`config.mk`:
```
export PLATFORM = sky130hd
export DESIGN_NAME = vend_request_arbiter
export DESIGN_NICKNAME = d
export VERILOG_FILES = /design/src/rtl/vend_pkg.sv /design/src/rtl/vend_rr_arbiter.sv /design/src/rtl/vend_request_arbiter.sv
export SDC_FILE = /design/constraint.sdc
export NUM_CORES = 1
export LEC_CHECK = 0
export ABC_AREA = 0
export CORE_UTILIZATION = 46
export CTS_CLUSTER_DIAMETER = 100
export DETAILED_ROUTE_END_ITERATION = 6
export PLACE_DENSITY = 0.88
export SYNTH_ARGS = -nofsm -noshare
export SYNTH_HDL_FRONTEND = slang
export SYNTH_SLANG_ARGS = --single-unit
```
`constraint.sdc`:
```
create_clock -name clk -period 2.5 [get_ports clk]
set_input_delay 0.375 -clock clk [delete_from_list [all_inputs] [get_ports clk]]
set_output_delay 0.375 -clock clk [all_outputs]
set_load 0.02 [all_outputs]
```
`src/rtl/vend_pkg.sv`:
```
// vend_pkg: shared types and helpers for the vending-core request arbiter.
//   status_t   - result code returned to a panel
//   state_t    - arbiter FSM state encoding
//   idx_w      - width of an index into n entries (at least 1 bit)
//   item_w     - item index width for a given item count
//   cur_w      - currency width for a given currency range
//   empty_item - item code the core uses to report "sold out"
package vend_pkg;

  typedef enum logic [1:0] {
    ST_OK       = 2'd0,
    ST_SOLD_OUT = 2'd1,
    ST_REJECTED = 2'd2,
    ST_TIMEOUT  = 2'd3
  } status_t;

  typedef enum logic [2:0] {
    S_IDLE     = 3'd0,
    S_SELECT   = 3'd1,
    S_SEL_WAIT = 3'd2,
    S_PAY_HI   = 3'd3,
    S_PAY_LO   = 3'd4,
    S_RESP     = 3'd5
  } state_t;

  // Counter width shared by the gap, hold and timeout phases.
  localparam int CNT_W = 8;

  function automatic int idx_w(input int n);
    return (n <= 2) ? 1 : $clog2(n);
  endfunction

  function automatic int item_w(input int max_items);
    return (max_items <= 2) ? 1 : $clog2(max_items);
  endfunction

  function automatic int cur_w(input int max_currency);
    return (max_currency <= 2) ? 1 : $clog2(max_currency);
  endfunction

  // The core answers an item select with the last item code when the
  // selected item is sold out.
  function automatic int empty_item(input int max_items);
    return max_items - 1;
  endfunction

endpackage

```
`src/rtl/vend_rr_arbiter.sv`:
```
// vend_rr_arbiter: combinational round-robin pick over NUM_REQ requesters.
// The search starts at ptr and walks upward with wrap-around; the first
// active request found wins.
//   req       in  NUM_REQ  request vector
//   ptr       in  PW       highest-priority index (must be < NUM_REQ)
//   grant     out NUM_REQ  one-hot grant (all zero when no request)
//   grant_idx out PW       index of the granted requester
//   any       out 1        at least one request is active
module vend_rr_arbiter
  import vend_pkg::*;
#(
  parameter int NUM_REQ = 4,
  localparam int PW = idx_w(NUM_REQ)
) (
  input  logic [NUM_REQ-1:0] req,
  input  logic [PW-1:0]      ptr,
  output logic [NUM_REQ-1:0] grant,
  output logic [PW-1:0]      grant_idx,
  output logic               any
);

  // One extra bit so ptr + offset cannot overflow before the wrap.
  localparam int SW = PW + 1;

  logic [SW-1:0]      cand_sum [NUM_REQ];
  logic [PW-1:0]      cand_idx [NUM_REQ];
  logic [NUM_REQ-1:0] cand_req;

  // Candidate gi is the requester gi positions above ptr, modulo NUM_REQ.
  generate
    for (genvar gi = 0; gi < NUM_REQ; gi++) begin : g_cand
      assign cand_sum[gi] = {1'b0, ptr} + SW'(gi);
      assign cand_idx[gi] = PW'((cand_sum[gi] >= SW'(NUM_REQ)) ?
                                (cand_sum[gi] - SW'(NUM_REQ)) : cand_sum[gi]);
      assign cand_req[gi] = req[cand_idx[gi]];
    end
  endgenerate

  // Scan from the farthest candidate down so the nearest active one wins.
  always_comb begin
    grant_idx = '0;
    any       = 1'b0;
    for (int i = NUM_REQ - 1; i >= 0; i--) begin
      if (cand_req[i]) begin
        grant_idx = cand_idx[i];
        any       = 1'b1;
      end
    end
    grant = '0;
    if (any) begin
      grant[grant_idx] = 1'b1;
    end
  end

endmodule

```
`src/rtl/vend_request_arbiter.sv`:
```
// vend_request_arbiter: shares one vending core among NUM_REQ panels.
// A request (item, payment) is captured round-robin, the item is selected
// on the core, a sold-out reply is awaited for SEL_GAP cycles, the payment
// is presented for CUR_HOLD cycles, and the dispense result is awaited for
// up to TIMEOUT cycles. The outcome goes back to the granted panel.
//   clk, rst                 clock, asynchronous active-high reset
//   req_valid/item/amount    packed per-panel request (slice k = panel k)
//   req_ready                one-hot capture acknowledge (one cycle)
//   rsp_valid/status/change  one-hot result strobe, result code, change
//   busy                     high whenever the FSM is not idle
//   vm_item_select_valid/_select, vm_currency_valid/_value  to core
//   vm_item_dispense_valid/_dispense, vm_currency_change    from core
module vend_request_arbiter
  import vend_pkg::*;
#(
  parameter int NUM_REQ      = 4,
  parameter int MAX_ITEMS    = 1024,
  parameter int MAX_CURRENCY = 100,
  parameter int SEL_GAP      = 4,
  parameter int CUR_HOLD     = 8,
  parameter int TIMEOUT      = 255,
  localparam int IW = item_w(MAX_ITEMS),
  localparam int CW = cur_w(MAX_CURRENCY),
  localparam int PW = idx_w(NUM_REQ)
) (
  input  logic                  clk,
  input  logic                  rst,
  input  logic [NUM_REQ-1:0]    req_valid,
  input  logic [NUM_REQ*IW-1:0] req_item,
  input  logic [NUM_REQ*CW-1:0] req_amount,
  output logic [NUM_REQ-1:0]    req_ready,
  output logic [NUM_REQ-1:0]    rsp_valid,
  output logic [1:0]            rsp_status,
  output logic [CW-1:0]         rsp_change,
  output logic                  busy,
  output logic                  vm_item_select_valid,
  output logic [IW-1:0]         vm_item_select,
  output logic                  vm_currency_valid,
  output logic [CW-1:0]         vm_currency_value,
  input  logic                  vm_item_dispense_valid,
  input  logic [IW-1:0]         vm_item_dispense,
  input  logic [CW-1:0]         vm_currency_change
);

  localparam logic [IW-1:0]    EMPTY_C    = IW'(empty_item(MAX_ITEMS));
  localparam logic [CNT_W-1:0] SEL_GAP_C  = CNT_W'(SEL_GAP);
  localparam logic [CNT_W-1:0] CUR_HOLD_C = CNT_W'(CUR_HOLD);
  localparam logic [CNT_W-1:0] TIMEOUT_C  = CNT_W'(TIMEOUT);
  localparam logic [PW-1:0]    LAST_IDX   = PW'(NUM_REQ - 1);

  state_t             state_reg;
  logic [PW-1:0]      rr_ptr_reg;
  logic [CNT_W-1:0]   cnt_reg;
  logic [IW-1:0]      item_reg;
  logic [CW-1:0]      amount_reg;
  logic [NUM_REQ-1:0] gnt_reg;

  logic [NUM_REQ-1:0] arb_grant;
  logic [PW-1:0]      arb_idx;
  logic               arb_any;

  vend_rr_arbiter #(
    .NUM_REQ (NUM_REQ)
  ) u_rr (
    .req       (req_valid),
    .ptr       (rr_ptr_reg),
    .grant     (arb_grant),
    .grant_idx (arb_idx),
    .any       (arb_any)
  );

  // All outputs are registered and loaded with the value they must carry
  // in the state being entered, so each state's outputs are valid from its
  // first cycle. cnt_reg starts at 1 on entry to a timed state and the
  // state is left on the cycle where it equals the phase length.
  always_ff @(posedge clk or posedge rst) begin
    if (rst) begin
      state_reg            <= S_IDLE;
      rr_ptr_reg           <= '0;
      cnt_reg              <= '0;
      item_reg             <= '0;
      amount_reg           <= '0;
      gnt_reg              <= '0;
      req_ready            <= '0;
      rsp_valid            <= '0;
      rsp_status           <= '0;
      rsp_change           <= '0;
      busy                 <= 1'b0;
      vm_item_select_valid <= 1'b0;
      vm_item_select       <= '0;
      vm_currency_valid    <= 1'b0;
      vm_currency_value    <= '0;
    end else begin
      // One-cycle strobes default low.
      req_ready            <= '0;
      rsp_valid            <= '0;
      vm_item_select_valid <= 1'b0;

      case (state_reg)
        S_IDLE: begin
          if (arb_any) begin
            item_reg             <= req_item[arb_idx*IW +: IW];
            amount_reg           <= req_amount[arb_idx*CW +: CW];
            gnt_reg              <= arb_grant;
            rr_ptr_reg           <= (arb_idx == LAST_IDX) ? '0 : arb_idx + PW'(1);
            req_ready            <= arb_grant;
            vm_item_select_valid <= 1'b1;
            vm_item_select       <= req_item[arb_idx*IW +: IW];
            busy                 <= 1'b1;
            state_reg            <= S_SELECT;
          end
        end

        S_SELECT: begin
          vm_item_select <= '0;
          cnt_reg        <= CNT_W'(1);
          state_reg      <= S_SEL_WAIT;
        end

        S_SEL_WAIT: begin
          // Only the sold-out code is meaningful here; other replies are
          // stale and dropped.
          if (vm_item_dispense_valid && (vm_item_dispense == EMPTY_C)) begin
            rsp_valid  <= gnt_reg;
            rsp_status <= ST_SOLD_OUT;
            rsp_change <= amount_reg;
            cnt_reg    <= '0;
            state_reg  <= S_RESP;
          end else if (cnt_reg == SEL_GAP_C) begin
            vm_currency_valid <= 1'b1;
            vm_currency_value <= amount_reg;
            cnt_reg           <= CNT_W'(1);
            state_reg         <= S_PAY_HI;
          end else begin
            cnt_reg <= cnt_reg + CNT_W'(1);
          end
        end

        S_PAY_HI: begin
          // The core latches the payment on the falling edge of
          // currency_valid, so the value stays up through PAY_LO.
          if (cnt_reg == CUR_HOLD_C) begin
            vm_currency_valid <= 1'b0;
            cnt_reg           <= CNT_W'(1);
            state_reg         <= S_PAY_LO;
          end else begin
            cnt_reg <= cnt_reg + CNT_W'(1);
          end
        end

        S_PAY_LO: begin
          // A result arriving on the last counted cycle still beats the
          // timeout.
          if (vm_item_dispense_valid) begin
            rsp_valid         <= gnt_reg;
            vm_currency_value <= '0;
            cnt_reg           <= '0;
            state_reg         <= S_RESP;
            if (vm_item_dispense == item_reg) begin
              rsp_status <= ST_OK;
              rsp_change <= vm_currency_change;
            end else begin
              rsp_status <= ST_REJECTED;
              rsp_change <= amount_reg;
            end
          end else if (cnt_reg == TIMEOUT_C) begin
            rsp_valid         <= gnt_reg;
            rsp_status        <= ST_TIMEOUT;
            rsp_change        <= amount_reg;
            vm_currency_value <= '0;
            cnt_reg           <= '0;
            state_reg         <= S_RESP;
          end else begin
            cnt_reg <= cnt_reg + CNT_W'(1);
          end
        end

        S_RESP: begin
          rsp_status <= '0;
          rsp_change <= '0;
          busy       <= 1'b0;
          state_reg  <= S_IDLE;
        end

        default: begin
          vm_currency_valid <= 1'b0;
          vm_currency_value <= '0;
          vm_item_select    <= '0;
          busy              <= 1'b0;
          cnt_reg           <= '0;
          state_reg         <= S_IDLE;
        end
      endcase
    end
  end

endmodule

```
==> flow_summary.yaml, run 1 <==
outcome:
  status: "complete, no violations"
floorplanning:
  coreArea_um2: 8180
  die_w_um: 93.8
  start_util: 0.474
  std_cell_rows: 33
  die_height_um: 93.8
  ioPinCount: 129
  die_area_um2: 8790
synth:
  synthDistinctLibCells: 53
  synth_top_family_by_area: "simple AND/OR/NAND/NOR gates"
  synth_xor_area_frac: 0.0294
  synth_area_um2: 3870
  yosysWarnings: 0
  synth_edf_count: 0
  syn_area_per_cell_um2: 9.42
  ys.flop_type: "dfrtp_1"
  synth-seq-area-share: 0.459
  synth_mux_area_frac: 0.0388
  synth_cells: 411
  netlist.area_leader.share: 0.459
  mappedNetlistNets: 509
  synthTopCellsByArea: "dfrtp_1, nand3_1, nand2_1"
  yosysTopAreaCell: "dfrtp_1"
  synth-adder-area-share: 0.0194
  synth-seq-cells: 71
  synthArstFlopShare: 1.00
  synth_compound_area_frac: 0.194
  synth_simple_gate_area_frac: 0.229
setup_path:
  r2r-end: "vm_currency_value[4]"
  crit_fanout: 7
  cp-end-kind: "register"
  cp.arrival_ps: 2510
  crit_path_start_kind: "register"
  reg2reg_from: "cnt_reg[0]"
  rr_worst_depth: 7
  reg2reg_slack_ps: 240
  worstPathRequired_ps: 2740
  crit_type: "reg2reg"
drt:
  vias: 3760
  post-route-drc-count: 0
  drtAntennaViolNets: 0
  drt-initial-drc-count: 213
  routed_wl_mm: 10.7
  drtPass1Iterations: 5
  wl_per_cell_um: 16.3
  viasPerCell: 5.71
sta:
  fin_crit_sh: 0.906
  setup_viol: 0
  hold_violations: 0
  period_minus_slack_ps: 2260
  drv_slew: 0
  worst_hold_slack_ps: 338
  clock_skew_ps: 12.2
  slew_headroom: 0.550
  rsz0062_at_grt: "false"
  max_freq_mhz: 442
  worst_pin_slew_ps: 669
place:
  dp.cells: 642
  dp_hpwl_mm: 8.20
  io_buffers: 128
  routabilityCongestion: 0.904
grt:
  grt-ovfl-total: 0
  grtUsageTotal: 0.254
  grt_pass1_vias: 3511
  grt_first_pass_wirelength_mm: 16.9
  grt_antenna_before_repair: 0
  grt_max_degree: 41
finish:
  fin_nets: 646
  drive_above_1_share: 0.0778
  n_antenna_cell: 0
  stdcell_count: 658
  final_common_cell: "clkdlybuf4s50_1"
  final_cell_mix: "clkdlybuf4s50_1, dfrtp_1, nand2_1, nand3_1, o21ai_0"
  n_fill_cell: 637
  areaGrowthSynthToFinish_pct: 43.3
flow_run:
  maxCapViolations: 0
clock_network:
  cts_tree: "yes"
  cts_made_buffers: 9
  clkTransAtPathRegs_ps: 80
  post_cts_buffers: 0
  htree_num_levels: 3
  clock_latency_ps: 360
  cts.sinks: 71
  postCtsHoldBufs: 0
  cts_buffer_depth: 2
  cts_root_buf: "clkbuf_8"
power_and_ir_drop:
  leakagePower_nw: 2.48
  p_total_mw: 5.45
  ir_worst_vdd_mv: 0.539
  cellPowerDensity_nw_per_um2: 982
worst_hold_path:
  hold_path.class: "in2async"
## worst max-delay path by stage
stage / slack, ps / start / cells after the start / endpoint
CTS: 200 / state_reg[1] / 5 / item_reg[5]
detailed placement: -140 / req_valid[1] / 6 / item_reg[5]
global route: 80 / cnt_reg[0] / 7 / vm_currency_value[3]
floorplan: 330 / rst / 1 / amount_reg[0]
finish: 240 / cnt_reg[0] / 7 / vm_currency_value[4]
global placement: -10 / req_valid[1] / 6 / item_reg[7]
## routing by layer
layer  global-route usage  share of wire  routed length, um
met5                    0              0                  0
met2                0.428           0.50               5400
met3               0.0623          0.079                853
met4                0.114          0.018                198
met1                0.305           0.40               4290
## worst max-delay path, stage by stage (launching register included)
cell and delay [ps]:
dfrtp_1 440, inv_1 110, ha_1 130, or3b_4 410, nor4_4 280, a31oi_1 140, o31a_1 370, a22o_1 270
## through the flow
step                 util  setup TNS, ps  area, um2  setup WS [ps]
floorplan               -              0       3870            328
global placement    0.654          -33.0       5350          -13.3
detailed placement  0.654          -2370       5350           -143
CTS                 0.678              0       5540            201
global route        0.679              0       5550           84.1
finish              0.679              0       5550            236
## synthesized netlist by cell type (all sizes together), types with 9 or more instances
master,instances
a22o,10
mux2i,15
a21boi,20
and3,21
a21oi,18
nand3,36
o21ai,29
dfrtp,71
nor2,19
and2,10
clkbuf,15
inv,9
nand2,44
xnor2,12
## power by group
group | total (mW) | switching [mW] | internal [mW]
clock | 0.928 | 0.440 | 0.488
sequential | 1.86 | 0.320 | 1.54
combinational | 2.66 | 1.46 | 1.20
## cell families after synthesis
kind of cell / count (synthesis)
xor gates and xnor gates: 13
buffers and inverters: 28
AOI/OAI and AO/OA: 109
adders and majority gates: 6
DFF: 71
muxes: 15
and+or+nand+nor: 169
## timing repair
action,CTS,global route
resized for setup,0,1
endpoints found under the hold margin,0,0
endpoints found under the setup margin,0,18
## layout make-up
cell class,instances,area (um2),area share
Multi-Input combinational cell,312,1990,0.358
Sequential cell,71,1780,0.320
Timing Repair Buffer,145,1420,0.256
Clock buffer,11,141,0.0255
Tap cell,105,131,0.0237
Clock inverter,5,56.3,0.0101
Inverter,9,33.8,0.00609
No activity file was read; power rests on OpenSTA's default activity.
==> run 2, diff against run 1 <==
Settings changed: CAP_MARGIN set to 5.
==> results of run 2 <==
Same layout as run 1: the final DEF is identical, and so are final timing and power.
